--- src/rtl/hba_qtr_pkg.sv ---
// Shared types and constants for the QTR frame scheduler.
// Channel search helper works on a fixed 8-bit mask so every channel count up to 8 shares it.
package hba_qtr_pkg;

    localparam int unsigned RES_W  = 8;
    localparam int unsigned MAX_CH = 8;
    localparam logic [RES_W-1:0] TIMEOUT_VAL = 8'hFF;

    typedef enum logic [2:0] {
        IDLE,
        WAIT,
        SEL,
        START,
        MEAS,
        STORE,
        DONE
    } state_t;

    // Lowest set bit at index >= from; returns MAX_CH when none remains.
    function automatic logic [3:0] first_set(input logic [MAX_CH-1:0] mask, input logic [3:0] from);
        first_set = 4'(MAX_CH);
        for (int unsigned i = MAX_CH; i > 0; i--) begin
            if (mask[i-1] && ((i - 1) >= 32'(from))) first_set = 4'(i - 1);
        end
    endfunction

endpackage

--- src/rtl/hba_qtr_tick.sv ---
// 1 ms prescaler: one-cycle o_tick every TICK_CYCLES clocks, held cleared by i_clr.
module hba_qtr_tick #(
    parameter int unsigned TICK_CYCLES = 60_000
) (
    input  logic i_clk,
    input  logic i_rst_n,
    input  logic i_clr,
    output logic o_tick
);

    localparam int unsigned CW = $clog2(TICK_CYCLES + 1);

    logic [CW-1:0] r_cnt;
    logic          w_wrap;

    assign w_wrap = (r_cnt == CW'(TICK_CYCLES - 1));
    assign o_tick = w_wrap && !i_clr;

    always_ff @(posedge i_clk or negedge i_rst_n) begin
        if (!i_rst_n) begin
            r_cnt <= '0;
        end else if (i_clr || w_wrap) begin
            r_cnt <= '0;
        end else begin
            r_cnt <= r_cnt + 1'b1;
        end
    end

endmodule

--- src/rtl/hba_qtr_sched.sv ---
// Time-shares one QTR discharge engine across NUM_CH sensors, one frame per period,
// keeping a per-channel result bank with above-threshold status.
module hba_qtr_sched
    import hba_qtr_pkg::*;
#(
    parameter int unsigned CLK_FREQUENCY  = 60_000_000,
    parameter int unsigned NUM_CH         = 4,
    parameter int unsigned CH_W           = $clog2(NUM_CH),
    parameter int unsigned TICK_CYCLES    = CLK_FREQUENCY / 1000,
    parameter int unsigned TIMEOUT_CYCLES = CLK_FREQUENCY / 200
) (
    input  logic                    hba_clk,
    input  logic                    hba_reset_n,
    input  logic                    en,
    input  logic [NUM_CH-1:0]       ch_mask,
    input  logic [7:0]              period,
    input  logic [7:0]              thresh,
    output logic [CH_W-1:0]         eng_sel,
    output logic                    eng_start,
    input  logic                    eng_busy,
    input  logic                    eng_valid,
    input  logic [7:0]              eng_value,
    output logic [RES_W*NUM_CH-1:0] ch_value,
    output logic [NUM_CH-1:0]       ch_wr,
    output logic [NUM_CH-1:0]       above,
    output logic                    thresh_cross,
    output logic                    frame_done
);

    localparam int unsigned WD_W = $clog2(TIMEOUT_CYCLES + 1);

    state_t            r_state;
    logic [NUM_CH-1:0] r_mask;
    logic [CH_W-1:0]   r_ch;
    logic [7:0]        r_pcnt;
    logic [WD_W-1:0]   r_wd;

    logic              w_tick;
    logic [7:0]        w_pnext;
    logic              w_frame_due;
    logic [3:0]        w_first;
    logic [3:0]        w_next;
    logic              w_first_ok;
    logic              w_next_ok;
    logic              w_meas_end;
    logic [RES_W-1:0]  w_result;
    logic              w_above;

    hba_qtr_tick #(
        .TICK_CYCLES(TICK_CYCLES)
    ) u_tick (
        .i_clk  (hba_clk),
        .i_rst_n(hba_reset_n),
        .i_clr  (r_state == IDLE),
        .o_tick (w_tick)
    );

    // The tick of the current cycle counts toward the due check, so frames land exactly period ticks apart.
    assign w_pnext     = (r_pcnt == 8'hFF) ? r_pcnt : r_pcnt + {7'd0, w_tick};
    assign w_frame_due = (w_pnext >= period);
    assign w_first     = first_set(MAX_CH'(ch_mask), 4'd0);
    assign w_next      = first_set(MAX_CH'(r_mask), 4'(r_ch) + 4'd1);
    assign w_first_ok  = !w_first[3];
    assign w_next_ok   = !w_next[3];
    assign w_meas_end  = eng_valid || (r_wd >= WD_W'(TIMEOUT_CYCLES));
    assign w_result    = eng_valid ? eng_value : TIMEOUT_VAL;
    assign w_above     = (w_result > thresh);

    always_ff @(posedge hba_clk or negedge hba_reset_n) begin
        if (!hba_reset_n) begin
            r_state      <= IDLE;
            r_mask       <= '0;
            r_ch         <= '0;
            r_pcnt       <= '0;
            r_wd         <= '0;
            eng_sel      <= '0;
            eng_start    <= 1'b0;
            ch_value     <= '0;
            ch_wr        <= '0;
            above        <= '0;
            thresh_cross <= 1'b0;
            frame_done   <= 1'b0;
        end else begin
            eng_start    <= 1'b0;
            ch_wr        <= '0;
            thresh_cross <= 1'b0;
            frame_done   <= 1'b0;
            r_pcnt       <= (r_state == IDLE) ? 8'd0 : w_pnext;

            case (r_state)
                IDLE, WAIT: begin
                    if (!en) begin
                        r_state <= IDLE;
                    end else if ((r_state == IDLE) || w_frame_due) begin
                        r_mask <= ch_mask;
                        r_pcnt <= '0;
                        if (w_first_ok) begin
                            r_ch    <= CH_W'(w_first);
                            eng_sel <= CH_W'(w_first);
                            r_state <= SEL;
                        end else begin
                            r_state <= WAIT;
                        end
                    end
                end
                SEL: begin
                    if (!en) begin
                        r_state <= IDLE;
                    end else begin
                        r_state   <= START;
                        eng_start <= !eng_busy;
                    end
                end
                START: begin
                    // eng_start is registered, so a high value here means the pulse is on the wire now.
                    if (eng_start) begin
                        r_state <= MEAS;
                        r_wd    <= WD_W'(1);
                    end else if (!en) begin
                        r_state <= IDLE;
                    end else begin
                        eng_start <= !eng_busy;
                    end
                end
                MEAS: begin
                    r_wd <= r_wd + 1'b1;
                    if (w_meas_end) begin
                        ch_value[RES_W*int'(r_ch) +: RES_W] <= w_result;
                        ch_wr[r_ch]  <= 1'b1;
                        above[r_ch]  <= w_above;
                        thresh_cross <= (above[r_ch] != w_above);
                        r_state      <= STORE;
                    end
                end
                STORE: begin
                    if (!en) begin
                        r_state <= IDLE;
                    end else if (w_next_ok) begin
                        r_ch    <= CH_W'(w_next);
                        eng_sel <= CH_W'(w_next);
                        r_state <= SEL;
                    end else begin
                        frame_done <= 1'b1;
                        r_state    <= DONE;
                    end
                end
                DONE: begin
                    r_state <= WAIT;
                end
                default: begin
                    r_state <= IDLE;
                end
            endcase
        end
    end

endmodule

--- config.mk ---
export PLATFORM = sky130hd
export DESIGN_NAME = hba_qtr_sched
export DESIGN_NICKNAME = d
export VERILOG_FILES = /design/src/rtl/hba_qtr_pkg.sv /design/src/rtl/hba_qtr_tick.sv /design/src/rtl/hba_qtr_sched.sv
export SDC_FILE = /design/constraint.sdc
export NUM_CORES = 1
export LEC_CHECK = 0
export CORE_ASPECT_RATIO = 1.4
export CORE_MARGIN = 2
export CORE_UTILIZATION = 49
export CTS_BUF_LIST = sky130_fd_sc_hd__clkbuf_4 sky130_fd_sc_hd__clkbuf_8 sky130_fd_sc_hd__clkbuf_16
export DETAILED_ROUTE_END_ITERATION = 6
export GPL_ROUTABILITY_DRIVEN = 0
export PLACE_DENSITY = 0.77
export SYNTH_ARGS = -nofsm -noshare
export SYNTH_HDL_FRONTEND = slang
export SYNTH_SLANG_ARGS = --single-unit
--- constraint.sdc ---
create_clock -name hba_clk -period 3.4 [get_ports hba_clk]
set_input_delay 0.34 -clock hba_clk [delete_from_list [all_inputs] [get_ports hba_clk]]
set_output_delay 0.34 -clock hba_clk [all_outputs]
set_load 0.005 [all_outputs]
After elaboration in Yosys (flattened, before gate mapping)
Index checks and enable logic that the tools add are counted.

Flip-flop bits (word level): 95. Output and inout port bits: 45.

Add/sub/neg operators: 5. $lt $le $gt $ge: 9. Equality and inequality tests: 18. Shift operators: 2. Mux-type cells: 49. Reductions and logical operators: 20.

Operators with widths (number): $mux 8 (6); $mux 4 (10); $pmux 19 s2 (1); $neg 5->34 (1); $shift 8x34->32 const A (1); $shiftx 8x34->32 (1); $bwmux 32 (1); $mux 3 (7); $add 19x1->19 const B (1); $ge 19x19->1 const B (1); $mux 19 (1); $pmux 3 s6 (1); $add 16x1->16 const B (1); $eq 16x16->1 const B (1); $mux 16 (1); $mux 2 (7); $ne 2x2->1 const B (7); $eq 3x3->1 const B (3); $mux 1 (9); $add 8x1->8 (1); $eq 8x8->1 const B (1); $ge 8x8->1 (1); $gt 8x8->1 (1); $eq 3x2->1 const B (2); other kinds (22) (36).

Logic depth before layout (Yosys ltp)
Gate-level depths: netlist of the first run.

Depth after elaboration: 10. Mapped depth: 17. Gate-level depth less buffers: 16.

Modules after synthesis
Synthesis of the first run repeated with hierarchy kept, for this count alone.

Cells, all modules: 505. Area, all modules: 5307.6 µm².

By module, submodules not included: hba_qtr_sched (instances 1, cells each 423, area an instance 4489.3 µm², seq. area each 1976.9 µm²); hba_qtr_tick (instances 1, cells each 82, area an instance 818.3 µm², seq. area each 400.4 µm²).

Worst setup path after synthesis of the first run
No wires, ideal clock.

Path type: register to register. Start: register r_state[1]. End: register r_ch[1]. Library setup time: 0.082 ns. Data arrival time: 3.311 ns. Setup slack: 0.007 ns. Stages on the path, launching flop included: 15. Clock period less this slack: 3.393 ns. Cells stage by stage: dfrtp_1 > clkbuf_1 > nor3_1 > nor2_1 > ha_1 > ha_1 > nand2b_1 > ha_1 > nor2b_1 > o211a_1 > o311ai_0 > a31oi_1 > buf_2 > a22o_1 > a31oi_1.

Cells in the longest elaborated chain, start to end: 9.

Ends and longest elaborated chain: from (decl) (line hba_qtr_sched.sv:32) `state_t r_state;`; from (signal assigned) (line hba_qtr_sched.sv:71) `r_state <= IDLE;`; from (signal assigned) (line hba_qtr_sched.sv:93) `r_state <= IDLE;`; from (signal assigned) (line hba_qtr_sched.sv:100) `r_state <= SEL;`; $logic_not 3->1 (line hba_qtr_sched.sv:54, hba_qtr_sched.sv:90, hba_qtr_sched.sv:94); $logic_not 1->1 (line hba_qtr_tick.sv:17) `assign o_tick = w_wrap && !i_clr;`; $logic_and 1x1->1 (line hba_qtr_tick.sv:17); $add 8x1->8 (line hba_qtr_sched.sv:59) `assign w_pnext = (r_pcnt == 8'hFF) ? r_pcnt : r_pcnt + {7'd0, w_tick};`; $mux 8 (line hba_qtr_sched.sv:59); $ge 8x8->1 (line hba_qtr_sched.sv:60) `assign w_frame_due = (w_pnext >= period);`; $logic_or 1x1->1 (line hba_qtr_sched.sv:94) `end else if ((r_state == IDLE) || w_frame_due) begin`; $ne 2x2->1 (no line); $reduce_and 6->1 (no line); to (signal assigned) (line hba_qtr_sched.sv:98) `r_ch <= CH_W'(w_first);`; to (signal assigned) (line hba_qtr_sched.sv:139) `r_ch <= CH_W'(w_next);`; to (decl) (line hba_qtr_sched.sv:34) `logic [CH_W-1:0] r_ch;`.

Several ways; a longest one is shown, not always the timed one. A chain may end at the register's enable or synchronous reset.

Final worst setup path of the first run
Start: register u_tick.r_cnt[7]. End: register r_ch[1].

Cells in the longest elaborated chain, start to end: 8.

Ends and longest elaborated chain: from (decl) (line hba_qtr_tick.sv:13) `logic [CW-1:0] r_cnt;`; from (signal assigned) (line hba_qtr_tick.sv:25) `r_cnt <= r_cnt + 1'b1;`; $eq 16x16->1 (line hba_qtr_tick.sv:16) `assign w_wrap = (r_cnt == CW'(TICK_CYCLES - 1));`; $logic_and 1x1->1 (line hba_qtr_tick.sv:17); $add 8x1->8 (line hba_qtr_sched.sv:59); $mux 8 (line hba_qtr_sched.sv:59); $ge 8x8->1 (line hba_qtr_sched.sv:60); $logic_or 1x1->1 (line hba_qtr_sched.sv:94); $ne 2x2->1 (no line); $reduce_and 6->1 (no line).

Every way passes these cells.

==> flow_metrics.tcl, run 1 <==
set metrics [dict create \
    holdCritStartpoint "r_wd[7]" \
    initial_utilization_pct 49.55 \
    regToRegStartpoint "u_tick.r_cnt[7]" \
    holdPathStages 1 \
    max_freq_ghz 0.2882 \
    power.leakage_nw 3.220 \
    start_kind "register" \
    core.rowCount 44 \
    wl_per_cell_um 15.93 \
    grt_max_degree 41 \
    final_hold_viol_count 0 \
    insertedDiodeCount 0 \
    grt_overflow 0 \
    synth_top_area_share_pct 46.86 \
    die_h_um 124.4 \
    netSwitchingFraction_pct 31.71 \
    grt_pass1_wl_um 19930 \
    drt-total-wl_um 11950 \
    yosysUniqueCellTypes 51 \
    netlist_area_sq_um 5074 \
    critPathCaptureType "register" \
    power_density_nw_per_um2 538.9 \
    final.period_utilization_pct 102.1 \
    layout_setup_ws_ns -0.07037 \
    vias 4088 \
    critPathRequiredTime_ns 3.66 \
    cts.sinks 95 \
    critPathArrivalTime_ns 3.73 \
    clockRootBuffer "clkbuf_16" \
    antenna_found_initial 0 \
    hold_ws_ns 0.4888 \
    p_sw_w 0.001150 \
    ir_worst_vdd_uv 332.2 \
    synth_ff_type "dfrtp_1" \
    cts_made_buffers 9 \
    cpMaxStageDelayCell "dfrtp_1" \
    cts_max_path_buffers 2 \
    seq_area_frac_synth_pct 46.86 \
    seq_power_share_pct 38.3 \
    syn_avg_cell_area_sq_um 10.17 \
    r2r_cells 17 \
    nets 668 \
    path_clk_slew_ns 0.07 \
    synth-edff-count 0 \
    io_pins 78 \
    path_max_fanout 7 \
    synth_top_cell_by_area "dfrtp_1" \
    violations "setup timing" \
    synthTopCellsByArea "dfrtp_1 47%, mux2_1 7.5%, ha_1 6.7%" \
    clk-insertion-delay-late_ns 0.34 \
    critical_path.top_delay_family "compound AO/OA/AOI/OAI gates" \
    final_area_sq_um 6731 \
    yosysWarnings 0 \
    clkPwrFrac_pct 30.3 \
    htreeDepth 3 \
    placement.io_buffers 77 \
    drt_iter0_drc 171 \
    tightestPinTransition_ns 0.7456 \
    max-slew-margin-rel_pct 50.29 \
    die_area_sq_um 11200 \
    path_cells "nor4bb_2 > nand4_1 > nor2_1 > nand4b_1 > nor2_1 > ha_2 > ha_4 > inv_2 > nor2_4 > mux2_4 > ha_4 > a21o_1 > a211oi_4 > a31oi_4 > buf_6 > a22o_1 > a31oi_1" \
    fin_skew_ns 0.008904 \
    crit_type "register to register" \
    worstReg2RegEnd "r_ch[1]" \
    die_x_um 90 \
    max_stage_delay_ns 0.39 \
    drive_above_1_share_pct 14.22 \
    power_frac_comb_pct 31.3 \
    setup_violations 10 \
    dp_hpwl_um 8743 \
    ant_nets 0 \
    place_area_sq_um 6181 \
    status "complete, but fails checks" \
    synthArstFlopShare_pct 100.0 \
    via_per_inst 5.451 \
    grt_pass1_vias 4170 \
    regToRegSetupSlack_ns -0.07 \
    area_growth_pct 32.68 \
    rsz0062_at_grt "yes" \
    max-cap-violations 0 \
    ys_seq_elements 95 \
    syn_nets 559 \
    worst_hold_path_type "register to register" \
    post-route-drc-count 0 \
    drtPass1Iterations 4 \
    track_usage_pct 21.96 \
    p_int_w 0.002478 \
    min_to "r_wd[7]" \
    syn_inst 499 \
    final.min_clock_period_ns 3.470 \
    core_area_sq_um 10240 \
    drv_slew 0 \
    path_buf_inv 2 \
    cts_tree "yes" \
]
timing repair:
| item | 4_1_cts | 5_1_grt |
|---|---|---|
| setup buffers | 5 | 0 |
| pin swaps | 14 | 9 |
| endpoints found under the hold margin | 38 | 0 |
| gates resized for setup | 19 | 18 |
| hold buffers | 1 | 0 |
| endpoints found under the setup margin | 16 | 16 |
stage by stage:
step / total power (W) / utilization, % / cells / worst slack (ns) / setup TNS [ns]
global route: 0.003815 / 65.74 / 750 / -0.2445 / -2.827
detailed placement: 0.002443 / 60.36 / 731 / -0.2838 / -2.674
finish: 0.003628 / 65.74 / 750 / -0.07037 / -0.4543
global placement: 0.002384 / 60.36 / 731 / -0.1159 / -0.7732
CTS: 0.003615 / 64.85 / 751 / -0.02747 / -0.1307
floorplan: 0.001995 / - / 499 / 0.007344 / 0
power groups by stage:
stage	Combinational (W)	Sequential, W	Clock [W]
3_3_place_gp	0.000989	0.00139	0
4_1_cts	0.00110	0.00139	0.00112
6_report	0.00114	0.00139	0.00110
3_5_place_dp	0.00104	0.00141	0
5_1_grt	0.00124	0.00141	0.00116
2_1_floorplan	0.000615	0.00138	0
cells in the mapped netlist, types with 6 or more instances:
cell / instances
o31ai_1: 6
mux2_2: 7
nor2_1: 68
ha_1: 27
dfrtp_1: 95
a21oi_1: 16
o21ai_0: 17
clkbuf_1: 8
inv_1: 34
xnor2_1: 7
a31oi_1: 6
xor2_1: 12
nand2b_1: 6
and3_1: 13
nand2_1: 31
nand3_1: 19
mux2_1: 34
nand4_1: 12
nor2b_1: 17
routing by layer:
layer / track usage [%] / routed length [um]
met5: 0 / 0
met4: 8.597 / 227
met1: 25.75 / 4932
met2: 39.41 / 6251
met3: 4.174 / 534
cells by family (layout without fill, tap and decap cells):
logic type,Yosys count,in the layout,synth area share (%)
compound gates,69,69,8.706
flops,95,95,46.86
fa+ha+maj,27,27,6.658
buf+inv,47,160,3.674
mux,45,45,10.14
xor+xnor,19,19,3.280
simple gates,197,197,20.69
state kept, by name (all words and copies together), names as in the netlist:
signal	count
r_pcnt	8
r_state	3
above	4
ch_value	32
r_mask	4
ch_wr	4
u_tick.r_cnt	16
r_wd	19
r_ch	2
frame_done	1
eng_start	1
thresh_cross	1
area by class of cell:
type	instances	area (sq um)
Timing Repair Buffer	111	1030
Tap cell	138	172.7
Clock buffer	10	239.0
Inverter	34	127.6
Sequential cell	95	2377
Fill cell	773	3508
Clock inverter	5	88.84
Multi-Input combinational cell	357	2696
worst max path at each step:
stage	startpoint	endpoint	slack [ns]	depth (start not counted)
finish	u_tick.r_cnt[7]	r_ch[1]	-0.07	17
detailed placement	u_tick.r_cnt[5]	r_ch[1]	-0.28	17
floorplan	r_state[1]	r_ch[1]	0.007	14
CTS	u_tick.r_cnt[5]	r_ch[0]	-0.03	17
global route	u_tick.r_cnt[7]	r_ch[0]	-0.24	18
global placement	u_tick.r_cnt[7]	r_mask[1]	-0.12	16
cell usage in the layout, fill, tap and decap left out, drive strengths merged, types with 7 or more instances in the layout:
cell type and instances:
nor2b 17, ha 27, and3 13, nand2 35
xnor2 7, nor2 68, clkbuf 10, mux2 41
xor2 12, clkdlybuf4s50 76, nand4 12, inv 37
nand3 19, dfrtp 95, a21oi 16, buf 34
o21ai 17
Note: power is estimated with default switching activity, not from simulation.
==> run 2: changes to the inputs <==
--- a/config.mk
+++ b/config.mk
@@ -5,9 +5,10 @@
 export SDC_FILE = /design/constraint.sdc
 export NUM_CORES = 1
 export LEC_CHECK = 0
+export ABC_AREA = 1
 export CORE_ASPECT_RATIO = 1.4
 export CORE_MARGIN = 2
-export CORE_UTILIZATION = 49
+export CORE_UTILIZATION = 50
 export CTS_BUF_LIST = sky130_fd_sc_hd__clkbuf_4 sky130_fd_sc_hd__clkbuf_8 sky130_fd_sc_hd__clkbuf_16
 export DETAILED_ROUTE_END_ITERATION = 6
 export GPL_ROUTABILITY_DRIVEN = 0
==> run 2 against run 1 <==
The run now ends clean. Sequential share of layout area is 0.20 points lower. Cell count is 24% higher. Setup slack gained 0.24 ns. Clock skew grew 0.00085 ns. Cell area increased by 0.89%. Combinational power grew 8%. Maximum frequency rose by 7.5%. Critical endpoint is now r_pcnt[3]. Largest power group unchanged.
==> flow_metrics.tcl, run 2 <==
set metrics [dict create \
    status "finished clean" \
    core_area_sq_um 10750 \
    synthTopCellsByCount "177 x nand2_1, 95 x dfrtp_1, 95 x inv_1" \
    synth_ff_type "dfrtp_1" \
    drt-total-wl_um 13750 \
    area_growth_pct 24.35 \
    r2r_cells 21 \
    hold_ws_ns 0.4548 \
    worstReg2RegEnd "r_pcnt[3]" \
    dp_hpwl_um 10120 \
    die_area_sq_um 11790 \
    pre_cts_ws_ns 0.03840 \
    core.rowCount 45 \
    synth_top_area_share_pct 43.53 \
    die_h_um 127.7 \
    most-common-layout-cells "171 x nand2_1, 95 x inv_1, 89 x dfrtp_1, 76 x clkdlybuf4s50_1, 73 x nor2_1" \
    tightestPinTransition_ns 0.5285 \
    post-route-drc-count 0 \
    drv_slew 0 \
    syn_avg_cell_area_sq_um 7.881 \
    regToRegSetupSlack_ns 0.17 \
    clkPwrFrac_pct 26.7 \
    fin_skew_ns 0.009751 \
    insertedDiodeCount 0 \
    synth-edff-count 0 \
    drtPass1Iterations 5 \
    track_usage_pct 24.33 \
    start_kind "register" \
    ir_worst_vdd_uv 341.8 \
    syn_nets 753 \
    cts_made_buffers 9 \
    seq_power_share_pct 38.7 \
    synthArstFlopShare_pct 100.0 \
    cp-startpoint "u_tick.r_cnt[6]" \
    power_frac_comb_pct 34.6 \
    grt_max_degree 35 \
    critPathArrivalTime_ns 3.49 \
    critPathCaptureType "register" \
    p_int_w 0.002211 \
    drt_iter0_drc 356 \
    final.min_clock_period_ns 3.229 \
    placement.io_buffers 77 \
    crit_type "register to register" \
    clockRootBuffer "clkbuf_16" \
    io_pins 78 \
    grt_overflow 0 \
    path_max_fanout 8 \
    clk-insertion-delay-late_ns 0.35 \
    netlist_area_sq_um 5461 \
    met3RoutedLength_um 684 \
    top_layer "met4" \
    htreeDepth 3 \
    antenna_found_initial 0 \
    die_x_um 92.33 \
    cts.sinks 95 \
    layout_setup_ws_ns 0.1711 \
    via_per_inst 5.306 \
    cpMaxStageDelayCell "dfrtp_1" \
    grt_pass1_vias 4893 \
    max_stage_delay_ns 0.42 \
    nets 846 \
    regMostFlops "ch_value" \
    met1_length_um 5616 \
    final.period_utilization_pct 94.97 \
    worst_hold_path_type "primary input to async pin" \
    synth_top_cell_by_area "dfrtp_1" \
    largestRegisters "ch_value x32, r_wd x19, u_tick.r_cnt x16" \
    path_buf_inv 2 \
    critPathRequiredTime_ns 3.66 \
    final_hold_viol_count 0 \
    syn_inst 693 \
    final_common_cell "nand2_1" \
    seq_area_frac_synth_pct 43.53 \
    ys_seq_elements 95 \
    wl_met2_um 7168 \
    vias 4945 \
    drive_above_1_share_pct 12.90 \
    regToRegStartpoint "u_tick.r_cnt[6]" \
    max-slew-margin-rel_pct 64.44 \
    grt_pass1_wl_um 22900 \
    synthTopCellsByArea "dfrtp_1 44%, nand2_1 12%, inv_1 6.5%" \
    max-cap-violations 0 \
    wl_per_cell_um 14.75 \
    critical_path.top_delay_family "simple AND/OR/NAND/NOR gates" \
    yosysWarnings 0 \
    largest_register_ffs 32 \
    cts_tree "yes" \
    setup_violations 0 \
    power.leakage_nw 3.168 \
    yosysUniqueCellTypes 34 \
    ant_nets 0 \
    initial_utilization_pct 50.79 \
    path_clk_slew_ns 0.07 \
    path_cells "inv_1 > nor4_2 > nand4_1 > a21oi_2 > ha_2 > nand3_2 > nor2_2 > nand2_2 > and2_1 > nor3_2 > inv_1 > ha_1 > nand2_1 > nand2_1 > nand2_1 > nand2_1 > nor2_2 > nand2_2 > nand2_2 > nand2_2 > a21oi_1" \
    max_freq_ghz 0.3097 \
    netSwitchingFraction_pct 37.95 \
    cts_max_path_buffers 2 \
    synth_most_common_cell "nand2_1" \
    p_sw_w 0.001352 \
    power_density_nw_per_um2 524.6 \
]
[run 2: worst reg2reg max path: cells and delay by family (launching register included)]
family	cells	cell delay, ns
DFF	1	0.42
adders and majority gates	2	0.48
AOI/OAI and AO/OA	2	0.31
and+or+nand+nor	15	1.78
buffers and inverters	2	0.14
[run 2: per-layer routing]
layer | GRT usage (%) | vias to the layer above
li1 | - | 2412
met1 | 30.57 | 2359
met2 | 41.56 | 149
met3 | 4.821 | 25
met4 | 8.955 | 0
met5 | 0 | -
[run 2: per-stage QoR]
step | utilization, % | cell area (sq um) | cells | setup TNS, ns | total power [W]
floorplan | - | 5461 | 693 | 0 | 0.002125
global placement | 59.09 | 6355 | 904 | 0 | 0.002530
detailed placement | 59.09 | 6355 | 904 | 0 | 0.002572
CTS | 61.78 | 6644 | 921 | 0 | 0.003540
global route | 63.15 | 6792 | 932 | -0.5735 | 0.003799
finish | 63.15 | 6792 | 932 | 0 | 0.003563
[run 2: what timing repair did]
| item | 4_1_cts | 5_1_grt |
|---|---|---|
| gates resized for setup | 1 | 22 |
| hold buffers | 1 | 0 |
| buffers inserted | 0 | 11 |
| setup endpoints to repair | 1 | 16 |
| pin swaps | 0 | 7 |
| endpoints found under the hold margin | 29 | 0 |
[run 2: final cells by class]
| cell class | instances | area [sq um] |
|---|---|---|
| Tap cell | 141 | 176.4 |
| Inverter | 97 | 365.4 |
| Timing Repair Buffer | 96 | 913.4 |
| Clock buffer | 10 | 232.7 |
| Sequential cell | 95 | 2385 |
| Multi-Input combinational cell | 487 | 2675 |
| Clock inverter | 6 | 43.79 |
| Fill cell | 914 | 3963 |
[run 2: power by group through the flow]
stage          Sequential (W)  Clock [W]  Combinational [W]
2_1_floorplan         0.00138          0           0.000748
3_3_place_gp          0.00138          0            0.00115
3_5_place_dp          0.00139          0            0.00119
4_1_cts               0.00137   0.000972            0.00120
5_1_grt               0.00140    0.00102            0.00138
6_report              0.00138   0.000952            0.00123
[run 2: worst max-delay path by stage]
stage,cells past startpoint,endpoint
6_report,21,r_pcnt[3]
5_1_grt,23,r_ch[0]
4_1_cts,22,r_mask[2]
3_5_place_dp,22,r_pcnt[4]
3_3_place_gp,22,r_pcnt[6]
2_1_floorplan,22,r_pcnt[1]
[run 2: cells by family (layout without fill, tap and decap cells)]
family / Yosys count / after routing / share of synthesized area, %
adder cells (fa/ha/maj): 27 / 27 / 6.185
AO/OA/AOI/OAI: 102 / 102 / 12.07
AND/OR/NAND/NOR: 343 / 343 / 27.17
flip-flops: 95 / 95 / 43.53
XOR/XNOR: 14 / 14 / 2.245
multiplexers: 1 / 1 / 0.2062
buffers and inverters: 111 / 209 / 8.591
